--- src/rtl/mc_inc_n_r.sv ---
// Half-pipelined incrementer: the low half plus its carry is registered, and the
// high half adds that carry to the live input, so inc_out is valid one edge after inc_in.
module mc_inc_n_r #(
  parameter int incN_width = 32
) (
  input  logic                  clk,
  input  logic                  rst,
  input  logic [incN_width-1:0] inc_in,
  output logic [incN_width-1:0] inc_out
);

  localparam int incN_center = incN_width / 2;
  localparam int HI_W        = incN_width - incN_center;

  // Bit incN_center carries out of the low half into the combinational high adder.
  logic [incN_center:0] low_reg;
  logic [incN_center:0] low_next;
  logic [HI_W-1:0]      high_sum;

  always_comb begin
    low_next = {1'b0, inc_in[incN_center-1:0]} + {{incN_center{1'b0}}, 1'b1};
  end

  always_ff @(posedge clk) begin
    if (rst) begin
      low_reg <= '0;
    end else begin
      low_reg <= low_next;
    end
  end

  // Carry out of the top bit is dropped so the result wraps modulo 2^N.
  always_comb begin
    high_sum = inc_in[incN_width-1:incN_center] + HI_W'(low_reg[incN_center]);
  end

  assign inc_out = {high_sum, low_reg[incN_center-1:0]};

endmodule

--- config.mk ---
export PLATFORM = sky130hd
export DESIGN_NAME = mc_inc_n_r
export DESIGN_NICKNAME = d
export VERILOG_FILES = /design/src/rtl/mc_inc_n_r.sv
export SDC_FILE = /design/constraint.sdc
export NUM_CORES = 1
export LEC_CHECK = 0
export BUFFER_PORTS_ARGS = -buffer_cell sky130_fd_sc_hd__buf_2
export CAP_MARGIN = 10
export CORE_MARGIN = 10
export CORE_UTILIZATION = 39
export CTS_CLUSTER_SIZE = 10
export DETAILED_ROUTE_END_ITERATION = 12
export PLACE_DENSITY = 0.81
export SETUP_SLACK_MARGIN = 0.02
export SLEW_MARGIN = 20
export SYNTH_ARGS = -nofsm -noshare
export SYNTH_HDL_FRONTEND = slang
export SYNTH_SLANG_ARGS = --single-unit
--- constraint.sdc ---
create_clock -name clk -period 1.59 [get_ports clk]
set_input_delay 0.318 -clock clk [delete_from_list [all_inputs] [get_ports clk]]
set_output_delay 0.318 -clock clk [all_outputs]
set_load 0.02 [all_outputs]
==> Word-level counts from Yosys, hierarchy flattened <==
Index checks and enable logic that the tools add are counted.
Widths: inputs -> output; s select.
{ "op_classes": {"n_addsub": 2} }
{ "op_table": {"columns": ["op", "n"], "rows": [
  ["$add 16x1->17 const B", 1],
  ["$add 16x1->16", 1]
]} }
{ "word_totals": {"regBits": 17, "in_bits": 34, "output_inout_bits": 32, "wordCells": 3} }

==> Depth between registers and ports, before layout <==
Gate-level depths: netlist (run 1).
{ "logic_depth": {"ltp_word": 1, "depth_mapped": 5, "mapped_depth_nobuf": 5} }

==> Worst setup path before layout (run 1) <==
Ideal clock, no wire load.
{ "synth_timing": {"path_type": "register -> output", "start": "register low_reg[16]", "end": "output inc_out[27]", "arrival_ns": 1.525, "t_required_ns": 1.272, "path_slack_ns": -0.253, "path_stages_with_launch": 5, "path_buffers": 0, "cell_sequence": "dfxtp_1 -> ha_1 -> nand3_1 -> or4_1 -> xnor2_1"} }
{ "synth_via": {"elab_chain_cells": 1} }
{ "synth_lines": {"columns": ["item", "line_no", "source"], "rows": [
  ["start: declaration", "16", "logic [incN_center:0] low_reg;"],
  ["start signal: assignment", "28", "low_reg <= low_next;"],
  ["$add 16x1->16", "34", "high_sum = inc_in[incN_width-1:incN_center] + HI_W'(low_reg[incN_center]);"],
  ["end: declaration", "9", "output logic [incN_width-1:0] inc_out"]
]} }
Every way passes these cells.

==> Worst setup path in the final report (run 1) <==
{ "layout_timing": {"start": "register low_reg[16]", "end": "output inc_out[28]"} }
Same word-level chain as after synthesis.

==> results of run 1 <==
==> final cells by class <==
cell class	instances	area [um2]	share of cell area [%]
clock inverter	1	5.00	0.270
tap	31	38.8	2.10
inverter	5	18.8	1.01
multi-input combinational	95	895	48.3
timing repair buffer	83	527	28.5
sequential	17	344	18.6
clock buffer	3	22.5	1.22
==> power by group <==
part           total [mW]  switching, mW  leakage, nW  internal, mW
sequential          0.452        0.00396        0.142         0.448
combinational       0.329          0.190        0.695         0.139
clock               0.212          0.118       0.0177        0.0932
==> worst paths after layout <==
path                    start          end  depth (start not counted)
setup / recovery  low_reg[16]  inc_out[28]                          6
hold / removal     inc_in[15]  low_reg[16]                          3
==> cells in the final DEF, fill, tap and decap left out, types with 2 or more instances in the layout <==
cell type / count
sky130_fd_sc_hd__nor2_4: 3
sky130_fd_sc_hd__nor3_4: 3
sky130_fd_sc_hd__nand3_4: 2
sky130_fd_sc_hd__xor2_1: 6
sky130_fd_sc_hd__buf_6: 9
sky130_fd_sc_hd__nor2_1: 14
sky130_fd_sc_hd__xnor2_1: 10
sky130_fd_sc_hd__nor4_2: 4
sky130_fd_sc_hd__inv_1: 5
sky130_fd_sc_hd__xor2_2: 5
sky130_fd_sc_hd__nand4_1: 5
sky130_fd_sc_hd__buf_2: 52
sky130_fd_sc_hd__xnor2_2: 6
sky130_fd_sc_hd__clkbuf_4: 3
sky130_fd_sc_hd__dfxtp_1: 16
sky130_fd_sc_hd__buf_4: 22
sky130_fd_sc_hd__ha_4: 2
sky130_fd_sc_hd__nand4_4: 2
sky130_fd_sc_hd__nand3_1: 5
sky130_fd_sc_hd__nand2_1: 7
sky130_fd_sc_hd__nor3_1: 5
==> Yosys cell counts, drive strengths merged <==
cell type / n / area share, %
clkbuf: 2 / 0.64
xor2: 11 / 8.2
a21oi: 1 / 0.43
nand4b: 1 / 0.75
o21ai: 1 / 0.43
inv: 5 / 1.6
nor2: 18 / 5.8
buf: 16 / 10
nand4: 8 / 6.6
nor3: 8 / 4.7
ha: 3 / 3.2
nand3: 8 / 4.5
dfxtp: 17 / 29
nor4: 5 / 4.8
nor2b: 1 / 0.53
and4: 2 / 1.7
or3: 1 / 0.53
or4: 1 / 0.64
nand2: 9 / 2.9
xnor2: 17 / 13
==> logic make-up after synthesis <==
group | after synthesis
adder cells (fa/ha/maj) | 3
buffers and inverters | 23
AND/OR/NAND/NOR | 62
AO/OA/AOI/OAI | 2
flip-flops | 17
XOR/XNOR | 28
==> routing by layer <==
| layer | GRT usage, % | part of all wire [%] |
|---|---|---|
| met1 | 12.5 | 41 |
| met2 | 19.6 | 48 |
| met3 | 2.63 | 10 |
| met5 | 0 | 0 |
| met4 | 4.41 | 1.0 |
==> through the flow <==
step	setup TNS [ns]	util, %	std cells	setup WS, ns
final	-4.60	66.0	235	-0.494
after CTS	-4.21	63.1	233	-0.462
after global placement	-1.79	58.0	228	-0.260
after detailed placement	-2.12	58.0	228	-0.298
after global routing	-5.78	66.0	235	-0.589
after floorplan	-0.538	-	135	-0.105
==> repair_timing <==
action | 4_1_cts | 5_1_grt
endpoints found under the setup margin | 13 | 14
pin swaps | 13 | 4
setup buffers | 2 | 3
gates resized for setup | 30 | 13
==> run summary, run 1 <==
The worst-margin pin slew came out at 0.263 ns. The total power consumption of the routed design is 0.992 mW. Across the VDD grid, the largest voltage drop is 0.372 mV.

STA classifies the critical path endpoint as an output pin. Counting every net in the synthesized netlist gives 172. The maximum operating frequency is 0.480 GHz.

The cell at the root of the clock tree is sky130_fd_sc_hd__clkbuf_4. Counting the fill cells in the layout gives 224. Final hold analysis gives a worst-case slack of 0.314 ns.

The initial core utilization is 41.7%. The summed area of non-filler cells in the final layout came out at 1850 um2. The setup violation total in the final timing report is 14. The number of remaining DRC errors came out at 0. The via count of the routed design is 1128. The detailed placement HPWL came out at 2650 um. The class of the tightest hold or removal check is input pin to flip-flop. The overflow left after global routing came out at 0. The count of pins on the block boundary is 66. The vertical die dimension came out at 74.8 um.

A synthesized cell averages 8.67 um2. The count of nets left with antenna violations after detail routing is 0. The largest fanout of any net on the critical path came out at 6. The overall global routing resource usage is 11.0%. The final critical path time including I/O delays and setup came out at 2.08 ns. The wire length per cell after detailed routing came out at 13.9 um. The ratio of routed vias to standard cells came out at 4.80. Walking the worst path, the cells encountered are ha_4 -> and4_4 -> nand4_4 -> nor3_4 -> xor2_2 -> buf_6. The cell area that synthesis handed to floorplanning was 1170 um2. Synthesis inferred 17 register bits.

The sequential element share of the synthesized area came out at 29.1%. The worst max-slew margin expressed relative to the limit is 82.5%. The final reports fail on negative setup slack. In this run the standard cell core region covers 2810 um2.

Setup repair after global routing could not meet its margin everywhere. The cell count after synthesis came out at 135. Clock tree synthesis found a total of 17 sinks. The number of CTS-inserted buffers came out at 3. After floorplanning, the core was divided into 19 placement rows. The count of input and output buffers is 65. The number of global-route vias before repair is 1118. The number of levels in the clock H-tree is 1. The post-route netlist has 60.3% of its cells at a drive strength greater than 1. After synthesis, the largest family of logic cells by area is simple AND/OR/NAND/NOR gates.

After Yosys synthesis, full adders, half adders and majority gates account for 3.21% of the synthesized area. STA classifies the critical path startpoint as a flip-flop. Summing all placed instances gives a cell area of 1630 um2. The synthesized netlist devotes 0.855% of its cell area to compound gates. Buffers inserted to repair hold after CTS numbered 0. The first global-routing pass estimated 5000 um of wire.

The leakage dissipation came out at 0.855 nW. The number of DRC violations after detailed-routing iteration 0 is 48. In the final design database the tool counted 242 nets. Summing the areas of all and, or, nand and nor instances in the mapped netlist gives 33.4% of the synthesized area. The power per cell area is 536 nW/um2. The antenna cell count is 0. The kind of cell adding the most delay to the critical path is simple AND/OR/NAND/NOR gates. STA puts the critical path data required time at 1.27 ns. The first detailed-routing pass took 4 iterations. The post-route worst setup slack is -0.494 ns. The number of buffers and inverters on the critical path is 1.

The max-slew violation count came out at 0. The number of antenna violations at the first check in global routing is 0. The global placement routability congestion is 0.766. TritonCTS built the clock tree. The count of unique library cells instantiated by Yosys is 26. The number of endpoints with negative hold slack in the final report came to 0. After clock tree synthesis, the clock-pin slew on the worst setup and hold paths is 0.09 ns.

The run finished, with violations left. During synthesis, Yosys emitted a total of 0 warnings. The category of the most critical setup path is flip-flop to output pin. The number of flip-flops under the largest register name came out at 17. Of the post-synthesis cell area, the part taken by muxes is 0%. The total detailed-routing wirelength is 3270 um. Relative to the synthesized area, the layout overhead comes to 58.0%. The count of max-cap constraint violations came out at 0. The post-route fraction of the period consumed by the critical path came out at 131%. The die is 74.8 um wide. The largest stage delay on the critical path is 0.39 ns. The clock passes through at most 2 buffers. The full die area is 5600 um2. Data arrives at the worst endpoint at 1.77 ns. The xor/xnor cell area share of the yosys netlist came out at 20.9%. The maximum number of pins on one net before global-route repair is 18.

The master of the slowest instance on the critical path is sky130_fd_sc_hd__dfxtp_4.
Note: power is estimated with default switching activity, not from simulation.
==> run 2: changes to the inputs <==
CORE_ASPECT_RATIO = 1.4   (was unset)
HOLD_SLACK_MARGIN = 0.1   (was unset)
==> run summary, run 2 (synthesis gave the netlist of run 1 again) <==
Status: finished, violations left (unchanged). Violations in the final reports: negative setup slack (unchanged). The most common cell after layout, fill and taps aside is sky130_fd_sc_hd__buf_2 (unchanged).

The total clock sinks is 17 (unchanged). The synthesis-to-finish area growth came out at 56.1% (was 58.0%). The maximum operating frequency came to 0.501 GHz (was 0.480 GHz). The final critical path time including I/O delays and setup came to 1.99 ns (was 2.08 ns). The fraction of final layout cells sized beyond drive strength 1 is 58.3% (was 60.3%). The largest fanout of any net on the critical path came to 6 (unchanged). The critical path required time is 1.27 ns (about the same).

The worst setup path startpoint is low_reg[16] (unchanged). The vertical die dimension is 84.8 um (was 74.8 um). The global-route wire length before repair came out at 5780 um (was 5000 um). The detailed placement HPWL was 2960 um (was 2650 um).

The number of instances in the placed design came out at 237 (was 228). The number of nets in the finished design came out at 244 (was 242). The overflow left after global routing came out at 0 (unchanged). The total power consumption of the routed design is 1.09 mW (was 0.992 mW). The post-route fraction of the period consumed by the critical path came out at 125% (was 131%). The ratio of routed vias to standard cells is 4.75 (was 4.80). The clock-pin slew on the worst setup and hold paths is 0.06 ns (was 0.09 ns).

The kind of capture point of the worst setup path is an output pin (unchanged). The count of nets left with antenna violations after detail routing was 0 (unchanged). The total iterations of the first detailed-routing run was 4 (unchanged).

The number of remaining DRC errors is 0 (unchanged). The overall global routing resource usage is 12.8% (was 11.0%). The power per cell area came out at 598 nW/um2 (was 536 nW/um2). The number of flip-flops under the largest register name came out at 17 (unchanged). The maximum buffer depth of the clock tree is 2 (unchanged).

The peak supply drop came out at 0.485 mV (was 0.372 mV). The wire length per cell after detailed routing is 14.4 um (was 13.9 um). The total detailed-routing wirelength is 3500 um (was 3270 um). The critical path arrival came out at 1.68 ns (was 1.77 ns). The number of endpoints with negative hold slack in the final report came out at 0 (unchanged). The initial core utilization came to 40.7% (was 41.7%). The class of the tightest hold or removal check is input pin to flip-flop (unchanged). The maximum number of pins on one net before global-route repair is 18 (unchanged). The core region area came out at 2880 um2 (was 2810 um2). The leakage dissipation was 0.837 nW (was 0.855 nW). The count of input and output buffers is 65 (unchanged). The number of antenna violations at the first check in global routing came out at 0 (unchanged). The full die area came out at 5630 um2 (was 5600 um2).

The global placement routability congestion is 0.820 (was 0.766). The fill cell total of the finished layout came to 245 (was 224). The setup violation total in the final timing report came out at 13 (was 14). The final instance count without filler cells came to 243 (was 235). The cell at the root of the clock tree is sky130_fd_sc_hd__clkbuf_8 (was sky130_fd_sc_hd__clkbuf_4).

Unrepaired setup endpoints after global routing: true (unchanged). The max-slew violation count came to 0 (unchanged). The count of max-cap constraint violations came out at 0 (unchanged). The worst-margin pin slew is 0.287 ns (was 0.263 ns). The width of the die is 66.3 um (was 74.8 um). The via count of the routed design is 1154 (was 1128). The fraction of the core area covered by cells at the end of the flow is 63.5% (was 66.0%). The element type at the critical path start was a flip-flop (unchanged). The antenna cell count is 0 (unchanged). The TritonCTS clock tree is done (unchanged).

The worst slack at placement came to -0.299 ns (was -0.298 ns). The number of global-route vias before repair was 1239 (was 1118). The standard-cell row count is 23 (was 19). The post-route worst setup slack is -0.404 ns (was -0.494 ns). The worst setup path endpoint was inc_out[29] (was inc_out[28]). The number of CTS-inserted buffers is 3 (unchanged). The worst max-slew margin expressed relative to the limit was 80.9% (was 82.5%). The count of pins on the block boundary came out at 66 (unchanged). The number of DRC violations after detailed-routing iteration 0 is 26 (was 48).

The number of levels in the clock H-tree came out at 1 (unchanged). The category of the most critical setup path is flip-flop to output pin (unchanged). Highest-count cells in the layout ignoring fill and taps: sky130_fd_sc_hd__buf_2 (54), sky130_fd_sc_hd__buf_4 (26), sky130_fd_sc_hd__dfxtp_1 (16), sky130_fd_sc_hd__nor2_1 (14), sky130_fd_sc_hd__xnor2_1 (12) (was sky130_fd_sc_hd__buf_2 (52), sky130_fd_sc_hd__buf_4 (22), sky130_fd_sc_hd__dfxtp_1 (16), sky130_fd_sc_hd__nor2_1 (14), sky130_fd_sc_hd__xnor2_1 (10)). The setup TNS was -3.56 ns (was -4.60 ns).
==> run 2: cell types whose count changed in the layout (fill, tap and decap cells not counted), sizes merged <==
cell / delta
clkbuf: +1
buf: +2
clkinv: -1
==> run 2: stage by stage <==
step | cell area, um2 | hold slack (ns)
after global routing | 1830 | 0.343
after CTS | 1800 | 0.340
final | 1830 | 0.334
after detailed placement | 1660 | 0.594
after floorplan | 1280 | 0.390
after global placement | 1660 | 0.588
==> run 2: where the power goes <==
part           total [mW]  switching, mW  internal, mW
sequential          0.454        0.00504         0.448
clock               0.313          0.135         0.178
combinational       0.328          0.189         0.139
total                1.09          0.329         0.765
==> run 2: timing repair <==
action / 4_1_cts / 5_1_grt
endpoints found under the hold margin: 0 / 0
pin swaps: 11 / 4
setup endpoints to repair: 13 / 14
buffers inserted: 2 / 3
gates resized for setup: 25 / 4
gates cloned: 0 / 0
hold buffers: 0 / 0
==> run 2: how the worst min path moves through the flow <==
| stage | startpoint | endpoint | slack (ns) | depth (start not counted) |
|---|---|---|---|---|
| final | inc_in[15] | low_reg[15] | 0.33 | 3 |
| after global routing | inc_in[15] | low_reg[16] | 0.34 | 3 |
| after floorplan | inc_in[0] | low_reg[0] | 0.39 | 1 |
| after detailed placement | inc_in[15] | low_reg[15] | 0.59 | 3 |
| after global placement | inc_in[15] | low_reg[15] | 0.59 | 3 |
| after CTS | inc_in[15] | low_reg[15] | 0.34 | 3 |
==> run 2: critical path, cell delays in order, from the launching register on <==
cell	delay, ns
sky130_fd_sc_hd__dfxtp_4	0.37
sky130_fd_sc_hd__ha_4	0.13
sky130_fd_sc_hd__and4_4	0.22
sky130_fd_sc_hd__nand4_4	0.18
sky130_fd_sc_hd__nor3_4	0.22
sky130_fd_sc_hd__xor2_2	0.17
sky130_fd_sc_hd__buf_6	0.14
==> run 2: cell type report <==
class / count / area (um2) / share of cell area [%]
Timing Repair Buffer: 85 / 522 / 28.5
Inverter: 5 / 18.8 / 1.03
Sequential cell: 17 / 344 / 18.8
Clock buffer: 4 / 45.0 / 2.46
Tap cell: 37 / 46.3 / 2.53
Multi-Input combinational cell: 95 / 852 / 46.6
==> run 2: layer usage <==
layer	track usage [%]	wire length, um	vias up
met5	0	0	-
met1	12.1	1250	517
met4	5.16	56	0
met3	3.82	326	5
li1	-	-	579
met2	24.0	1870	53
==> run 3: changes to the inputs <==
CORE_UTILIZATION = 47   (was 39)
PLACE_DENSITY = 0.9   (was 0.81)
clock period = 2.5 ns   (was 1.59 ns; I/O delays follow)
==> run summary, run 3 (synthesis gave the netlist of run 1 again) <==
Status: complete, no violations (was finished, violations left). The number of nets in the finished design came out at 224 (was 244). The setup TNS is 0 ns (was -3.56 ns). The kind of capture point of the worst setup path is an output pin (unchanged). The placed instance area was 1410 um2 (was 1660 um2).

The worst slack at placement came out at 0.180 ns (was -0.299 ns). The global routing usage on met3 is 3.65% (was 3.82%). Ordered list of cells on the worst path: ha_1 -> and4_4 -> nand4_2 -> nor3_2 -> xor2_1 -> buf_2 (was ha_4 -> and4_4 -> nand4_4 -> nor3_4 -> xor2_2 -> buf_6). The total iterations of the first detailed-routing run is 4 (unchanged). The number of remaining DRC errors came out at 0 (unchanged). The largest fanout of any net on the critical path is 6 (unchanged). The number of levels in the clock H-tree came out at 1 (unchanged). The synthesis-to-finish area growth came out at 22.8% (was 56.1%).

The count of nets left with antenna violations after detail routing is 0 (unchanged). The total internal power came to 0.410 mW (was 0.765 mW). The wire length per cell after detailed routing is 13.6 um (was 14.4 um). The standard-cell row count is 21 (was 23).

Highest-count cells in the layout ignoring fill and taps: sky130_fd_sc_hd__buf_2 (65), sky130_fd_sc_hd__nor2_1 (18), sky130_fd_sc_hd__xnor2_1 (17), sky130_fd_sc_hd__dfxtp_1 (17), sky130_fd_sc_hd__xor2_1 (11) (was sky130_fd_sc_hd__buf_2 (54), sky130_fd_sc_hd__buf_4 (26), sky130_fd_sc_hd__dfxtp_1 (16), sky130_fd_sc_hd__nor2_1 (14), sky130_fd_sc_hd__xnor2_1 (12)). The number of buffers inserted by post-CTS setup repair is 0 (was 2). The ratio of routed vias to standard cells came to 4.84 (was 4.75). Unrepaired setup endpoints after global routing: false (was true). The number of CTS-inserted buffers came out at 3 (unchanged).

The share of power burned in combinational logic is 28.5% (was 30.0%). The largest stage delay on the critical path came out at 0.34 ns (was 0.37 ns). The count of pins on the block boundary is 66 (unchanged). The number of antenna violations at the first check in global routing came out at 0 (unchanged).

The number of DRC violations after detailed-routing iteration 0 is 28 (was 26). The most crowded layer after global routing is met2 (unchanged). The maximum number of pins on one net before global-route repair is 18 (unchanged). The worst max-slew margin expressed relative to the limit is 79.1% (was 80.9%).

The met2 global-route usage is 22.0% (was 24.0%). The total clock sinks is 17 (unchanged). The TritonCTS clock tree is done (unchanged). The initial core utilization came out at 49.0% (was 40.7%). The post-route worst setup slack is 0.143 ns (was -0.404 ns). The element type at the critical path start is a flip-flop (unchanged). The sequential group share of total power came out at 48.5% (was 41.5%). The maximum operating frequency is 0.424 GHz.

The critical path required time came out at 2.00 ns (was 1.27 ns). The most common cell after layout, fill and taps aside is sky130_fd_sc_hd__buf_2 (unchanged). The overflow left after global routing is 0 (unchanged).

The setup violation total in the final timing report is 0 (was 13). The kind of cell adding the most delay to the critical path is simple AND/OR/NAND/NOR gates (unchanged). The width of the die is 62.2 um (was 66.3 um).

The master of the slowest instance on the critical path is sky130_fd_sc_hd__dfxtp_1 (was sky130_fd_sc_hd__dfxtp_4). The total detailed-routing wirelength came out at 3000 um (was 3500 um). The buffering stage count on the worst path with inverters included was 1 (unchanged).

The final instance count without filler cells came out at 220 (was 243). The summed area of non-filler cells in the final layout is 1440 um2 (was 1830 um2). The fill cell total of the finished layout came out at 220 (was 245). The number of global-route vias before repair came out at 1120 (was 1239). The peak supply drop was 0.316 mV (was 0.485 mV). The via count of the routed design came out at 1064 (was 1154). The cell at the root of the clock tree is sky130_fd_sc_hd__clkbuf_4 (was sky130_fd_sc_hd__clkbuf_8).

The max-slew violation count came out at 0 (unchanged). The critical path arrival is 1.86 ns (was 1.68 ns). The full die area came out at 4920 um2 (was 5630 um2). The count of hold-fix buffers inserted at cts is 0 (unchanged). The power per cell area is 414 nW/um2 (was 598 nW/um2). The overall global routing resource usage is 12.4% (was 12.8%). The number of instances in the placed design came out at 216 (was 237). The fraction of power spent switching nets came out at 31.0% (was 30.1%).

The number of endpoints with negative hold slack in the final report came out at 0 (unchanged). The global placement routability congestion came out at 0.806 (was 0.820). The total power consumption of the routed design came out at 0.595 mW (was 1.09 mW). The clock network fraction of total power came out at 23.0% (was 28.6%). The vertical die dimension came out at 79.1 um (was 84.8 um). The number of flip-flops under the largest register name is 17 (unchanged).

The met1 global-route usage is 12.2% (was 12.1%). The switching power total came out at 0.184 mW (was 0.329 mW). The antenna cell count is 0 (unchanged).

The category of the most critical setup path was flip-flop to output pin (unchanged). The count of max-cap constraint violations is 0 (unchanged). The post-cts gate resize count is 0 (was 25). The maximum buffer depth of the clock tree came to 2 (unchanged). The leakage dissipation came to 0.648 nW (was 0.837 nW). The post-route fraction of the period consumed by the critical path is 94.3%. The global-route wire length before repair is 4970 um (was 5780 um). The fraction of final layout cells sized beyond drive strength 1 is 43.0% (was 58.3%). The smallest clock period supported by the final layout is computed as 2.36 ns. The class of the tightest hold or removal check is input pin to flip-flop (unchanged).

The clock-pin slew on the worst setup and hold paths came out at 0.08 ns (was 0.06 ns). The count of input and output buffers came out at 65 (unchanged). The core region area came out at 2390 um2 (was 2880 um2). The detailed placement HPWL is 2650 um (was 2960 um). The worst-margin pin slew is 0.313 ns (was 0.287 ns).
run 3: cell types whose count changed in the layout (fill, tap and decap cells not counted), moves of 3 or more:
| cell | previous run | this run |
|---|---|---|
| sky130_fd_sc_hd__buf_2 | 54 | 65 |
| sky130_fd_sc_hd__nor3_4 | 3 | 0 |
| sky130_fd_sc_hd__xor2_2 | 5 | 0 |
| sky130_fd_sc_hd__nor2_2 | 3 | 0 |
| sky130_fd_sc_hd__xnor2_1 | 12 | 17 |
| sky130_fd_sc_hd__nor3_2 | 0 | 3 |
| sky130_fd_sc_hd__nor2_1 | 14 | 18 |
| sky130_fd_sc_hd__xnor2_2 | 4 | 0 |
| sky130_fd_sc_hd__buf_4 | 26 | 0 |
| sky130_fd_sc_hd__clkbuf_4 | 0 | 3 |
| sky130_fd_sc_hd__xor2_1 | 6 | 11 |
| sky130_fd_sc_hd__clkbuf_8 | 3 | 0 |
| sky130_fd_sc_hd__buf_6 | 5 | 0 |
run 3: final timing paths:
path	start	to	slack, ns	depth (start not counted)
worst min-delay path	inc_in[0]	low_reg[0]	0.44	2
worst max-delay path	low_reg[16]	inc_out[29]	0.14	6
run 3: per-stage QoR:
stage               hold WS, ns  utilization [%]
finish                    0.442             60.1
global route              0.453             60.1
CTS                       0.435             60.1
detailed placement        0.748             59.0
global placement          0.739             59.0
floorplan                 0.572                -
run 3: power by group through the flow:
stage | Clock (mW) | Sequential [mW] | Combinational [mW]
2_1_floorplan | 0 | 0.295 | 0.106
3_3_place_gp | 0 | 0.295 | 0.168
3_5_place_dp | 0 | 0.295 | 0.171
4_1_cts | 0.141 | 0.289 | 0.171
5_1_grt | 0.146 | 0.290 | 0.184
6_report | 0.137 | 0.288 | 0.170
run 3: metal layers:
metal / vias up / part of all wire [%] / wire length (um)
met4: 0 / 2.3 / 68
met3: 4 / 9.4 / 283
met2: 62 / 46 / 1390
li1: 543 / - / -
met5: - / 0 / 0
met1: 455 / 42 / 1250
run 3: layout make-up:
cell class                 count  area, um2  area share [%]
clock buffer                   4       26.3            1.83
timing repair buffer          65        325            22.6
inverter                       5       18.8            1.31
sequential                    17        340            23.7
multi-input combinational     95        684            47.6
tap                           34       42.5            2.96
